File: config.mk
export PLATFORM = sky130hd
export DESIGN_NAME = hazard_scoreboard
export DESIGN_NICKNAME = d
export VERILOG_FILES = /design/src/rtl/hazard_pkg.sv /design/src/rtl/scoreboard_entry_match.sv /design/src/rtl/hazard_scoreboard.sv
export SDC_FILE = /design/constraint.sdc
export NUM_CORES = 1
export LEC_CHECK = 0
export CAP_MARGIN = 10
export CORE_MARGIN = 2
export CORE_UTILIZATION = 45
export DETAILED_ROUTE_END_ITERATION = 8
export GPL_TIMING_DRIVEN = 0
export PLACE_DENSITY_LB_ADDON = 0.15
export SETUP_SLACK_MARGIN = 0.4
export SYNTH_ARGS = -nofsm -noshare
export SYNTH_HDL_FRONTEND = slang
export SYNTH_SLANG_ARGS = --single-unit
File: constraint.sdc
create_clock -name clk -period 3.9 [get_ports clk]
set_input_delay 0.975 -clock clk [delete_from_list [all_inputs] [get_ports clk]]
set_output_delay 0.975 -clock clk [all_outputs]
set_load 0.005 [all_outputs]
File: src/rtl/hazard_pkg.sv
// Shared types for the data-hazard scoreboard: entry payload, regfile forward code,
// and the source/entry match rule.
package hazard_pkg;

  localparam int unsigned REG_IDX_MAX_W   = 8;
  localparam int unsigned FWD_SEL_REGFILE = 0;

  typedef logic [REG_IDX_MAX_W-1:0] reg_idx_t;

  // Register indices are zero-extended into a fixed-width dst field.
  typedef struct packed {
    logic     valid;
    reg_idx_t dst;
    logic     wrt;
    logic     load;
  } sb_entry_t;

  function automatic logic src_matches(input sb_entry_t e,
                                       input reg_idx_t  src,
                                       input logic      src_used,
                                       input logic      zero_hw);
    return src_used && e.valid && e.wrt && (e.dst == src) &&
           !(zero_hw && (src == '0));
  endfunction

endpackage

File: src/rtl/scoreboard_entry_match.sv
// Compares one DEC source against one in-flight entry; reports a match and whether it blocks.
// Blocking narrows to not-yet-ready loads when FORWARDING_EN is defined.
module scoreboard_entry_match
  import hazard_pkg::*;
#(
  parameter int unsigned ENTRY_IDX          = 0,
  parameter int unsigned LOAD_READY_STAGE   = 1,
  parameter int unsigned ZERO_REG_HARDWIRED = 0
) (
  input  sb_entry_t entry_i,
  input  reg_idx_t  src_i,
  input  logic      src_used_i,
  output logic      match_c_o,
  output logic      block_c_o
);

`ifdef FORWARDING_EN
  localparam logic FWD_EN = 1'b1;
`else
  localparam logic FWD_EN = 1'b0;
`endif

  localparam logic ZERO_HW        = (ZERO_REG_HARDWIRED != 0);
  localparam logic LOAD_NOT_READY = (ENTRY_IDX < LOAD_READY_STAGE);

  assign match_c_o = src_matches(entry_i, src_i, src_used_i, ZERO_HW);

  // Without forwarding every match blocks; with it, only a load still short of its ready stage.
  assign block_c_o = match_c_o && (!FWD_EN || (entry_i.load && LOAD_NOT_READY));

endmodule

File: src/rtl/hazard_scoreboard.sv
// Data-hazard unit beside DEC: shift-register scoreboard of EX..WB destinations,
// zero-cycle stall decision and optional forward selects (macro FORWARDING_EN).
module hazard_scoreboard
  import hazard_pkg::*;
#(
  parameter int unsigned REG_INDEX_BIT_WIDTH = 4,
  parameter int unsigned PIPE_DEPTH          = 3,
  parameter int unsigned LOAD_READY_STAGE    = 1,
  parameter int unsigned ZERO_REG_HARDWIRED  = 0,
  parameter int unsigned STALL_CNT_BITS      = 16,
  parameter int unsigned FWD_SEL_BITS        = 2
) (
  input  logic                           clk,
  input  logic                           reset,
  input  logic                           dec_valid,
  input  logic [REG_INDEX_BIT_WIDTH-1:0] dec_src1,
  input  logic [REG_INDEX_BIT_WIDTH-1:0] dec_src2,
  input  logic                           dec_src1_used,
  input  logic                           dec_src2_used,
  input  logic [REG_INDEX_BIT_WIDTH-1:0] dec_dst,
  input  logic                           dec_reg_wrt_en,
  input  logic                           dec_is_load,
  input  logic                           flush,
  input  logic                           hold,
  output logic                           stall,
  output logic [FWD_SEL_BITS-1:0]        fwd_sel1,
  output logic [FWD_SEL_BITS-1:0]        fwd_sel2,
  output logic [PIPE_DEPTH-1:0]          inflight_valid,
  output logic [STALL_CNT_BITS-1:0]      stall_count
);

`ifdef FORWARDING_EN
  localparam logic FWD_EN = 1'b1;
`else
  localparam logic FWD_EN = 1'b0;
`endif

  sb_entry_t [PIPE_DEPTH-1:0] entry_q, entry_d;
  logic [STALL_CNT_BITS-1:0]  stall_cnt_q, stall_cnt_d;

  logic [PIPE_DEPTH-1:0] match1_c, block1_c, match2_c, block2_c;
  logic [FWD_SEL_BITS-1:0] sel1_c, sel2_c;
  logic stall_c, issue_c;

  reg_idx_t src1_ext, src2_ext, dst_ext;

  assign src1_ext = REG_IDX_MAX_W'(dec_src1);
  assign src2_ext = REG_IDX_MAX_W'(dec_src2);
  assign dst_ext  = REG_IDX_MAX_W'(dec_dst);

  // Two comparators per tracked stage, one per DEC source.
  for (genvar k = 0; k < PIPE_DEPTH; k++) begin : g_entry
    scoreboard_entry_match #(
      .ENTRY_IDX          (k),
      .LOAD_READY_STAGE   (LOAD_READY_STAGE),
      .ZERO_REG_HARDWIRED (ZERO_REG_HARDWIRED)
    ) u_src1 (
      .entry_i    (entry_q[k]),
      .src_i      (src1_ext),
      .src_used_i (dec_src1_used),
      .match_c_o  (match1_c[k]),
      .block_c_o  (block1_c[k])
    );

    scoreboard_entry_match #(
      .ENTRY_IDX          (k),
      .LOAD_READY_STAGE   (LOAD_READY_STAGE),
      .ZERO_REG_HARDWIRED (ZERO_REG_HARDWIRED)
    ) u_src2 (
      .entry_i    (entry_q[k]),
      .src_i      (src2_ext),
      .src_used_i (dec_src2_used),
      .match_c_o  (match2_c[k]),
      .block_c_o  (block2_c[k])
    );
  end

  // flush kills the DEC instruction, so it can never be the one stalling.
  assign stall_c = dec_valid && !flush && (|(block1_c | block2_c));
  assign issue_c = dec_valid && !stall_c && !flush;

  // Youngest matching entry wins: scan oldest to youngest so the lowest index lands last.
  always_comb begin
    sel1_c = FWD_SEL_BITS'(FWD_SEL_REGFILE);
    sel2_c = FWD_SEL_BITS'(FWD_SEL_REGFILE);
    for (int k = int'(PIPE_DEPTH) - 1; k >= 0; k--) begin
      if (match1_c[k]) sel1_c = FWD_SEL_BITS'(k + 1);
      if (match2_c[k]) sel2_c = FWD_SEL_BITS'(k + 1);
    end
  end

  always_comb begin
    entry_d     = entry_q;
    stall_cnt_d = stall_cnt_q;
    if (!hold) begin
      for (int k = 1; k < int'(PIPE_DEPTH); k++) begin
        entry_d[k] = entry_q[k-1];
      end
      entry_d[0] = '0;
      if (issue_c) begin
        entry_d[0].valid = 1'b1;
        entry_d[0].dst   = dst_ext;
        entry_d[0].wrt   = dec_reg_wrt_en;
        entry_d[0].load  = dec_is_load;
      end
      if (stall_c && (stall_cnt_q != '1)) begin
        stall_cnt_d = stall_cnt_q + STALL_CNT_BITS'(1);
      end
    end
  end

  always_ff @(posedge clk or negedge reset) begin
    if (!reset) begin
      entry_q     <= '0;
      stall_cnt_q <= '0;
    end else begin
      entry_q     <= entry_d;
      stall_cnt_q <= stall_cnt_d;
    end
  end

  always_comb begin
    inflight_valid = '0;
    for (int k = 0; k < int'(PIPE_DEPTH); k++) begin
      inflight_valid[k] = entry_q[k].valid;
    end
  end

  assign stall       = stall_c;
  assign fwd_sel1    = FWD_EN ? sel1_c : FWD_SEL_BITS'(FWD_SEL_REGFILE);
  assign fwd_sel2    = FWD_EN ? sel2_c : FWD_SEL_BITS'(FWD_SEL_REGFILE);
  assign stall_count = stall_cnt_q;

endmodule

==> results.py, run 1 <==
metrics = {
    "synth": {
        "synth_edf_count": 0,
        "ys_types": 33,
        "synth_area_um2": 1823,
        "ys_seq_elements": 34,
        "ys_async_sr_fraction_pct": 100.0,
        "ys_warn_count": 0,
        "avgSynthCellArea_um2": 11.54,
        "postSynthCellCount": 158,
        "yosys_most_used_dff": "dfrtp_1",
        "ys_seq_area_share_pct": 46.67,
    },
    "critical_path": {
        "critPathCaptureType": "output port",
        "crit_buf_inv": 3,
        "crit_family": "simple AND/OR/NAND/NOR gates",
        "worstPathArrival_ns": 2.38,
        "start_kind": "primary input",
        "path_cells": "clkdlybuf4s15_2 > xor2_1 > or4_4 > o21ai_2 > nor4_2 > buf_4 > nor2_2 > buf_2",
        "cp_slowest_stage_delay_ns": 0.52,
        "worst-path-max-fanout": 3,
        "critPathRequiredTime_ns": 2.92,
        "crit_type": "in -> out",
        "cp_slowest_cell": "or4_4",
    },
    "routing": {
        "met3WireLength_um": 199,
        "wl_um": 3889,
        "via_count": 1364,
        "top_layer": "met4",
        "drtPass1Iterations": 4,
        "viasPerCell": 5.246,
        "wl_met1_um": 1564,
        "first_iter_violations": 63,
        "wire_per_inst_um": 14.96,
        "route.met2.wl_um": 2067,
        "drc": 0,
        "ant_nets": 0,
    },
    "floorplanning": {
        "die_y_um": 67.65,
        "core_um2": 3943,
        "dieArea_um2": 4577,
        "fp.dieW_um": 67.65,
        "io_pins": 45,
        "start_util_pct": 46.24,
        "std_cell_rows": 23,
    },
    "status": {
        "status": "finished clean",
    },
    "sta": {
        "min_period_ns": 3.350,
        "setup_viol": 0,
        "drv_slew": 0,
        "tns_ns": 0,
        "fin_crit_sh_pct": 85.90,
        "slew_headroom_pct": 50.94,
        "hold_viol": 0,
        "tightest_slew_ns": 0.7360,
        "max_freq_ghz": 0.2985,
        "rsz0062_at_grt": "false",
        "fin_worst_skew_ns": 0.005192,
    },
    "finish": {
        "nets": 231,
        "areaGrowthSynthToFinish_pct": 31.09,
        "fin_area_um2": 2390,
        "drive_above_1_share_pct": 24.29,
        "antenna_cells": 0,
        "most-common-layout-cells": "dfrtp_1 (34), xor2_1 (29), clkdlybuf4s50_1 (26)",
        "mostFrequentLayoutCell": "dfrtp_1",
    },
    "pwr": {
        "ir_worst_vdd_uv": 242.9,
        "leakagePower_uw": 0.001140,
        "power_density_nw_per_um2": 330.7,
    },
    "clocking": {
        "h-tree-depth": 2,
        "cts_tree": "built",
        "clockBufferDepth": 2,
        "cts_buffers": 5,
        "clk_latency_ns": 0.29,
        "clk_pin_slew_worst_paths_ns": 0.07,
        "root_buffer": "clkbuf_8",
        "holdBufCountCts": 0,
        "numClockSinks": 34,
    },
    "grt": {
        "track_usage_pct": 18.92,
        "first_global_vias": 1381,
        "grt_max_degree": 35,
        "antenna_found_initial": 0,
        "grt_overflow": 0,
        "grt_pass1_wl_um": 6327,
    },
    "place": {
        "place_area_um2": 2272,
        "placement.io_buffers": 38,
        "gp_congestion": 0.8006,
        "dp_hpwl_um": 2826,
    },
    "min_path": {
        "hold_class": "reg -> reg",
    },
    "job": {
        "maxCapViolCount": 0,
    },
}
## through the flow
step | utilization (%) | hold slack [ns] | power (uW) | instances | setup slack, ns
floorplan | - | 0.4770 | 443.5 | 161 | 0.8252
global placement | 57.76 | 0.4736 | 491.7 | 249 | -0.3359
detailed placement | 57.63 | 0.4825 | 494.7 | 249 | -0.3547
CTS | 61.12 | 0.4956 | 798.5 | 259 | 0.4065
global route | 60.62 | 0.5205 | 825.6 | 260 | 0.4636
finish | 60.62 | 0.4929 | 790.2 | 260 | 0.5498
## flip-flops by register name, summed over array words and instances (netlist names)
signal / cells
entry_q: 15
inflight_valid: 3
stall_count: 16
## metal layers
metal  up-vias  global-route usage (%)
met5         -                       0
met4         0                   6.888
met3         7                   5.667
met2        29                   32.97
met1       672                   21.83
li1        656                       -
## cells in the mapped netlist, drive strengths merged (2+ instances only)
| library cell | number | area, um^2 |
|---|---|---|
| or4 | 2 | 15.01 |
| buf | 11 | 77.57 |
| and3 | 3 | 18.77 |
| xnor2 | 10 | 87.58 |
| nand2 | 7 | 26.28 |
| xor2 | 29 | 254.0 |
| nand4 | 7 | 43.79 |
| nor3 | 7 | 35.03 |
| nor4 | 5 | 58.80 |
| nor3b | 3 | 22.52 |
| mux2 | 13 | 146.4 |
| o21ai | 2 | 10.01 |
| a32o | 5 | 50.05 |
| nor2 | 4 | 15.01 |
| nand3 | 5 | 25.02 |
| dfrtp | 34 | 850.8 |
| nor4b | 2 | 23.77 |
## logic make-up (layout without fill, tap and decap cells)
logic type                 Yosys count  count (layout)  synth area share [%]
xor gates and xnor gates            39              39                 18.74
and+or+nand+nor                     48              48                 16.75
AOI/OAI and AO/OA                    9               9                 4.256
muxes                               13              13                 8.030
adders and majority gates            1               1                0.6862
buffers and inverters               13              62                 4.666
other                                1               4                0.2057
DFF                                 34              34                 46.67
## what timing repair did
item / in CTS / in global routing
pin swaps: 5 / 4
setup endpoints to repair: 1 / 1
hold endpoints to repair: 0 / 0
gates cloned: 0 / 0
setup buffers: 2 / 1
gates resized for setup: 31 / 8
## power by group
part           switching [uW]  total, uW  internal (uW)
Sequential               19.0        388            369
Combinational            41.5       97.0           55.5
Clock                     127        306            178
Total                     188        790            602
## worst reg2reg max path: stages (launching register included)
cell and delay (ns):
dfrtp_1 0.41, ha_1 0.18, and3_1 0.17, nand2_1 0.07, nor2_1 0.31, nand2_1 0.09, o21ai_1 0.41, buf_2 0.34
nor3_1 0.11, xor2_1 0.15
## cell type report
| cell class | count | area, um^2 |
|---|---|---|
| tap | 50 | 62.56 |
| inverter | 1 | 3.754 |
| buffer | 12 | 83.83 |
| timing repair buffer | 41 | 362.8 |
| sequential | 34 | 850.8 |
| fill | 351 | 1553 |
| clock buffer | 8 | 110.1 |
| multi-input combinational | 114 | 915.9 |
## worst paths after layout
kind	slack, ns	depth (start not counted)	startpoint	endpoint
worst max-delay path	0.55	8	dec_src2[0]	stall
worst min-delay path	0.49	1	stall_count[10]	stall_count[10]
worst max register to register	1.54	9	stall_count[0]	stall_count[11]
worst min register to register	0.49	1	stall_count[10]	stall_count[10]
max in group asynchronous	2.68	1	reset	stall_count[6]
min in group asynchronous	0.74	1	reset	entry_q[25]
Power figures use the tool's default switching activity.
==> run 2: changes to the inputs <==
--- a/config.mk
+++ b/config.mk
@@ -14,4 +14,5 @@
 export SETUP_SLACK_MARGIN = 0.4
 export SYNTH_ARGS = -nofsm -noshare
 export SYNTH_HDL_FRONTEND = slang
+export SYNTH_HIERARCHICAL = 1
 export SYNTH_SLANG_ARGS = --single-unit
==> results.py, run 2 <==
metrics = {
    "critical_path": {
        "path_cells": "clkdlybuf4s50_1 > nand4_1 > nor3_2 > nor4_2 > a21oi_2 > dlygate4sd2_1",
        "worstPathArrival_ns": 2.38,
        "cp.depth": 6,
        "startpoint": "dec_src1_used",
        "critPathCaptureType": "output port",
        "crit_buf_inv": 2,
        "cp_slowest_stage_delay_ns": 0.46,
        "crit_type": "in -> out",
        "worst-path-max-fanout": 3,
        "cp_slowest_cell": "clkdlybuf4s50_1",
        "rrSetupSlack_ns": 1.80,
        "start_kind": "primary input",
        "reg2reg_depth": 9,
        "worstReg2RegStart": "entry_q[16]",
        "endpoint": "stall",
        "reg2reg_to": "stall_count[1]",
        "critPathRequiredTime_ns": 2.92,
        "crit_family": "buffers and inverters",
    },
    "grt": {
        "grt_max_degree": 35,
        "track_usage_pct": 17.51,
        "grt_overflow": 0,
        "first_global_vias": 1598,
        "antenna_found_initial": 0,
        "grt_pass1_wl_um": 7079,
    },
    "finish": {
        "nets": 316,
        "areaGrowthSynthToFinish_pct": 36.40,
        "most-common-layout-cells": "xnor2_1 (56), conb_1 (52), dfrtp_1 (34)",
        "largest_reg_flops": 16,
        "fin_area_um2": 2841,
        "mostFrequentLayoutCell": "xnor2_1",
        "num-fill-cells": 401,
        "drive_above_1_share_pct": 14.58,
        "fin_cells": 347,
        "antenna_cells": 0,
    },
    "pwr": {
        "power_density_nw_per_um2": 290.4,
        "power.switching_uw": 200.1,
        "p_int_uw": 625.0,
        "seqPwrFrac_pct": 46.8,
        "ir_worst_vdd_uv": 245.8,
        "power.share.clock_pct": 36.6,
        "leakagePower_uw": 0.001203,
        "netSwitchingFraction_pct": 24.25,
        "p_comb_share_pct": 16.6,
    },
    "sta": {
        "slew_headroom_pct": 50.03,
        "hold_viol": 0,
        "holdWs_ns": 0.4863,
        "rsz0062_at_grt": "false",
        "min_period_ns": 3.359,
        "fin_worst_skew_ns": 0.01046,
        "max_freq_ghz": 0.2977,
        "drv_slew": 0,
        "setup_viol": 0,
        "fin_crit_sh_pct": 86.13,
        "tightest_slew_ns": 0.7496,
    },
    "floorplanning": {
        "fp.dieW_um": 72.04,
        "start_util_pct": 47.19,
        "core_um2": 4414,
        "dieArea_um2": 5190,
        "io_pins": 45,
        "std_cell_rows": 24,
        "die_y_um": 72.04,
    },
    "clocking": {
        "cts_buffers": 5,
        "h-tree-depth": 2,
        "cts_tree": "built",
        "clk_pin_slew_worst_paths_ns": 0.07,
        "numClockSinks": 34,
        "clockBufferDepth": 2,
        "root_buffer": "clkbuf_8",
        "clk_latency_ns": 0.28,
    },
    "min_path": {
        "hold_class": "reg -> reg",
    },
    "routing": {
        "wl_um": 4050,
        "first_iter_violations": 73,
        "via_count": 1605,
        "drtPass1Iterations": 4,
        "wire_per_inst_um": 11.67,
        "viasPerCell": 4.625,
        "ant_nets": 0,
        "drc": 0,
    },
    "place": {
        "placement.io_buffers": 39,
        "gp_congestion": 0.7372,
        "dp_hpwl_um": 3138,
        "place_area_um2": 2725,
        "dp_cells": 338,
    },
    "synth": {
        "avgSynthCellArea_um2": 10.63,
        "ys_warn_count": 6,
        "synth_area_um2": 2083,
        "postSynthCellCount": 196,
    },
    "status": {
        "status": "finished clean",
    },
    "job": {
        "maxCapViolCount": 0,
    },
}
run 2: cell count changes in the layout (fill, tap and decap cells not counted), moves of 4 or more:
cell / change
dlygate4sd2_1: +7
nand2_1: +4
nand3_1: +6
nor2_1: +4
buf_2: -6
a32o_1: -5
conb_1: +48
nand4_1: +9
nor3_2: +6
xnor2_1: +46
a22o_1: +4
xor2_1: -22
run 2: how the worst min path moves through the flow:
stage                     depth (start not counted)            start              end
after floorplan                                   1  stall_count[14]  stall_count[14]
after global placement                            1  stall_count[14]  stall_count[14]
after detailed placement                          1  stall_count[14]  stall_count[14]
after CTS                                         1  stall_count[14]  stall_count[14]
after global routing                              1  stall_count[14]  stall_count[14]
final                                             1  stall_count[14]  stall_count[14]
run 2: power by group through the flow:
stage	logic, uW	clock network, uW	registers (uW)
5_1_grt	154	323	389
3_5_place_dp	139	0	393
4_1_cts	136	311	386
3_3_place_gp	137	0	393
6_report	137	302	386
2_1_floorplan	92.0	0	388
run 2: layout make-up:
cell class	instances	area [um^2]	area share (%)
Buffer	10	71.32	2.510
Timing Repair Buffer	40	381.6	13.43
Tap cell	52	65.06	2.290
Clock buffer	8	110.1	3.875
Multi-Input combinational cell	201	1355	47.69
Sequential cell	34	850.8	29.94
Inverter	2	7.507	0.2642
run 2: repair_timing:
action                                  in CTS  in global routing
endpoints found under the setup margin       1                  0
hold buffers                                 0                  0
resized for setup                           11                  0
setup buffers                                1                  0
run 2: per-layer routing:
layer,vias up,track usage [%],share of wire (%)
met4,0,4.403,0.40
met2,31,28.70,46
li1,812,-,-
met1,760,23.70,50
met3,2,3.889,4.0
met5,-,0,0
run 2: metrics by stage:
stage	utilization [%]	power (uW)	setup TNS (ns)	setup WS, ns
5_1_grt	64.37	865.8	0	0.4870
4_1_cts	64.37	833.5	0	0.5430
6_report	64.37	825.1	0	0.5411
3_3_place_gp	61.85	530.0	-0.02899	-0.02899
3_5_place_dp	61.73	531.7	-0.04637	-0.04637
2_1_floorplan	-	480.1	0	1.163
run 2: worst register-to-register path, cell delays in order (launching register included):
cell and delay, ns:
dfrtp_1 0.42, xnor2_1 0.16, nand3_1 0.12, nor3_2 0.06
nor4_2 0.37, buf_4 0.18, a21oi_1 0.07, and2_1 0.19
buf_6 0.13, mux2_4 0.29
==> run 3: changes to the inputs <==
--- a/config.mk
+++ b/config.mk
@@ -14,5 +14,4 @@
 export SETUP_SLACK_MARGIN = 0.4
 export SYNTH_ARGS = -nofsm -noshare
 export SYNTH_HDL_FRONTEND = slang
-export SYNTH_HIERARCHICAL = 1
 export SYNTH_SLANG_ARGS = --single-unit
==> constraint.sdc (replaced) <==
create_clock -name clk -period 3.8 [get_ports clk]
set_input_delay 0.95 -clock clk [delete_from_list [all_inputs] [get_ports clk]]
set_output_delay 0.95 -clock clk [all_outputs]
set_load 0.005 [all_outputs]
==> results.py, run 3 (same netlist as run 1, synthesis figures left out) <==
metrics = {
    "clocking": {
        "holdBufCountCts": 0,
        "cts_buffers": 5,
        "numClockSinks": 34,
        "cts_tree": "built",
        "clockBufferDepth": 2,
        "clk_latency_ns": 0.29,
        "clk_pin_slew_worst_paths_ns": 0.07,
        "h-tree-depth": 2,
        "root_buffer": "clkbuf_8",
    },
    "critical_path": {
        "worstReg2RegStart": "stall_count[0]",
        "start_kind": "primary input",
        "reg2reg_to": "stall_count[11]",
        "reg2reg_depth": 9,
        "critPathRequiredTime_ns": 2.85,
        "crit_type": "in -> out",
        "startpoint": "dec_src1[2]",
        "cp_slowest_cell": "or4_1",
        "critPathCaptureType": "output port",
        "rrSetupSlack_ns": 1.44,
        "worst-path-max-fanout": 3,
        "endpoint": "stall",
        "cp_slowest_stage_delay_ns": 0.51,
        "path_cells": "clkdlybuf4s15_2 > xor2_1 > or4_1 > o41ai_2 > nor4_2 > buf_4 > nor2_2 > buf_2",
        "worstPathArrival_ns": 2.37,
    },
    "sta": {
        "fin_worst_skew_ns": 0.004479,
        "min_period_ns": 3.323,
        "tightest_slew_ns": 0.7352,
        "setup_viol": 0,
        "fin_crit_sh_pct": 87.44,
        "rsz0062_at_grt": "false",
        "slew_headroom_pct": 50.98,
        "hold_viol": 0,
        "max_freq_ghz": 0.3010,
        "drv_slew": 0,
    },
    "finish": {
        "mostFrequentLayoutCell": "dfrtp_1",
        "fin_cells": 260,
        "areaGrowthSynthToFinish_pct": 32.05,
        "most-common-layout-cells": "dfrtp_1 (34), xor2_1 (29), clkdlybuf4s50_1 (26)",
        "antenna_cells": 0,
        "largest_reg_flops": 16,
        "nets": 231,
        "drive_above_1_share_pct": 23.81,
        "utilization_pct": 61.06,
    },
    "place": {
        "gp_congestion": 0.8006,
        "dp_hpwl_um": 2826,
        "dp_cells": 249,
        "placement.io_buffers": 38,
    },
    "pwr": {
        "netSwitchingFraction_pct": 23.58,
        "p_comb_share_pct": 12.4,
        "leakagePower_uw": 0.001142,
        "ir_worst_vdd_uv": 247.6,
        "power_density_nw_per_um2": 336.6,
        "seqPwrFrac_pct": 49.1,
        "power.share.clock_pct": 38.5,
        "p_int_uw": 619.2,
        "power.switching_uw": 191.1,
    },
    "grt": {
        "track_usage_pct": 18.96,
        "first_global_vias": 1383,
        "antenna_found_initial": 0,
        "grt_pass1_wl_um": 6341,
        "grt_overflow": 0,
        "grt_max_degree": 35,
    },
    "floorplanning": {
        "start_util_pct": 46.24,
        "fp.dieW_um": 67.65,
        "dieArea_um2": 4577,
        "core_um2": 3943,
        "io_pins": 45,
        "die_y_um": 67.65,
        "std_cell_rows": 23,
    },
    "min_path": {
        "hold_class": "reg -> reg",
    },
    "routing": {
        "drtPass1Iterations": 4,
        "route.met2.wl_um": 2069,
        "met3WireLength_um": 196,
        "wl_met1_um": 1570,
        "top_layer": "met4",
        "ant_nets": 0,
        "viasPerCell": 5.223,
        "first_iter_violations": 73,
        "wire_per_inst_um": 14.95,
        "drc": 0,
        "via_count": 1358,
        "wl_um": 3888,
    },
    "job": {
        "maxCapViolCount": 0,
    },
    "status": {
        "status": "finished clean",
    },
}
==> run 3: cell types whose count changed in the layout (fill, tap and decap cells not counted), moves of 5 or more <==
cell / previous run / this run
a32o_1: 0 / 5
nor3_2: 6 / 0
conb_1: 52 / 4
xor2_1: 7 / 29
dlygate4sd2_1: 9 / 2
xnor2_1: 56 / 10
nand3_1: 11 / 5
nand4_1: 16 / 7
==> run 3: worst min-delay path by stage <==
stage | from | endpoint | depth (start not counted)
floorplan | stall_count[12] | stall_count[12] | 1
global placement | stall_count[12] | stall_count[12] | 1
detailed placement | stall_count[10] | stall_count[10] | 1
CTS | stall_count[10] | stall_count[10] | 1
global route | stall_count[10] | stall_count[10] | 1
finish | stall_count[10] | stall_count[10] | 1
==> run 3: timing repair <==
| item | CTS | global route |
|---|---|---|
| endpoints found under the setup margin | 1 | 1 |
| buffers inserted | 2 | 1 |
| pin swaps | 5 | 3 |
| resized for setup | 32 | 4 |
| cloned | 0 | 0 |
==> run 3: per-stage QoR <==
step	power [uW]	setup TNS (ns)	hold WS, ns	setup slack [ns]	cell area (um^2)
6_report	810.2	0	0.4929	0.4774	2407
5_1_grt	848.4	0	0.5205	0.3837	2407
4_1_cts	819.5	0	0.4956	0.4516	2404
3_5_place_dp	507.7	-0.4047	0.4825	-0.4047	2272
3_3_place_gp	504.6	-0.3859	0.4736	-0.3859	2277
2_1_floorplan	455.2	0	0.4770	0.7752	1834
==> run 3: area by class of cell <==
type	count	area, um^2
fillers	350	1535
multi-input cells	114	915.9
clock buffers	8	110.1
inverters	1	3.754
repair buffers	41	380.4
flip-flops and latches	34	850.8
plain buffers	12	83.83
well taps	50	62.56
==> run 3: critical path, delay by kind of cell <==
kind,cells,cell delay (ns)
XOR/XNOR,1,0.14
buffers and inverters,3,0.49
AND/OR/NAND/NOR,3,0.71
AO/OA/AOI/OAI,1,0.08
==> run 3: power groups by stage <==
stage	sequential (uW)	combinational, uW	clock (uW)
after CTS	398	102	320
after floorplan	400	55.3	0
final	398	101	312
after global routing	401	110	338
after detailed placement	405	103	0
after global placement	404	101	0
==> run 3: layer usage <==
metal  vias to the layer above  track usage (%)
met1                       670            21.94
met3                         5            5.667
met2                        29            32.97
met5                         -                0
met4                         0            6.888
li1                        654                -
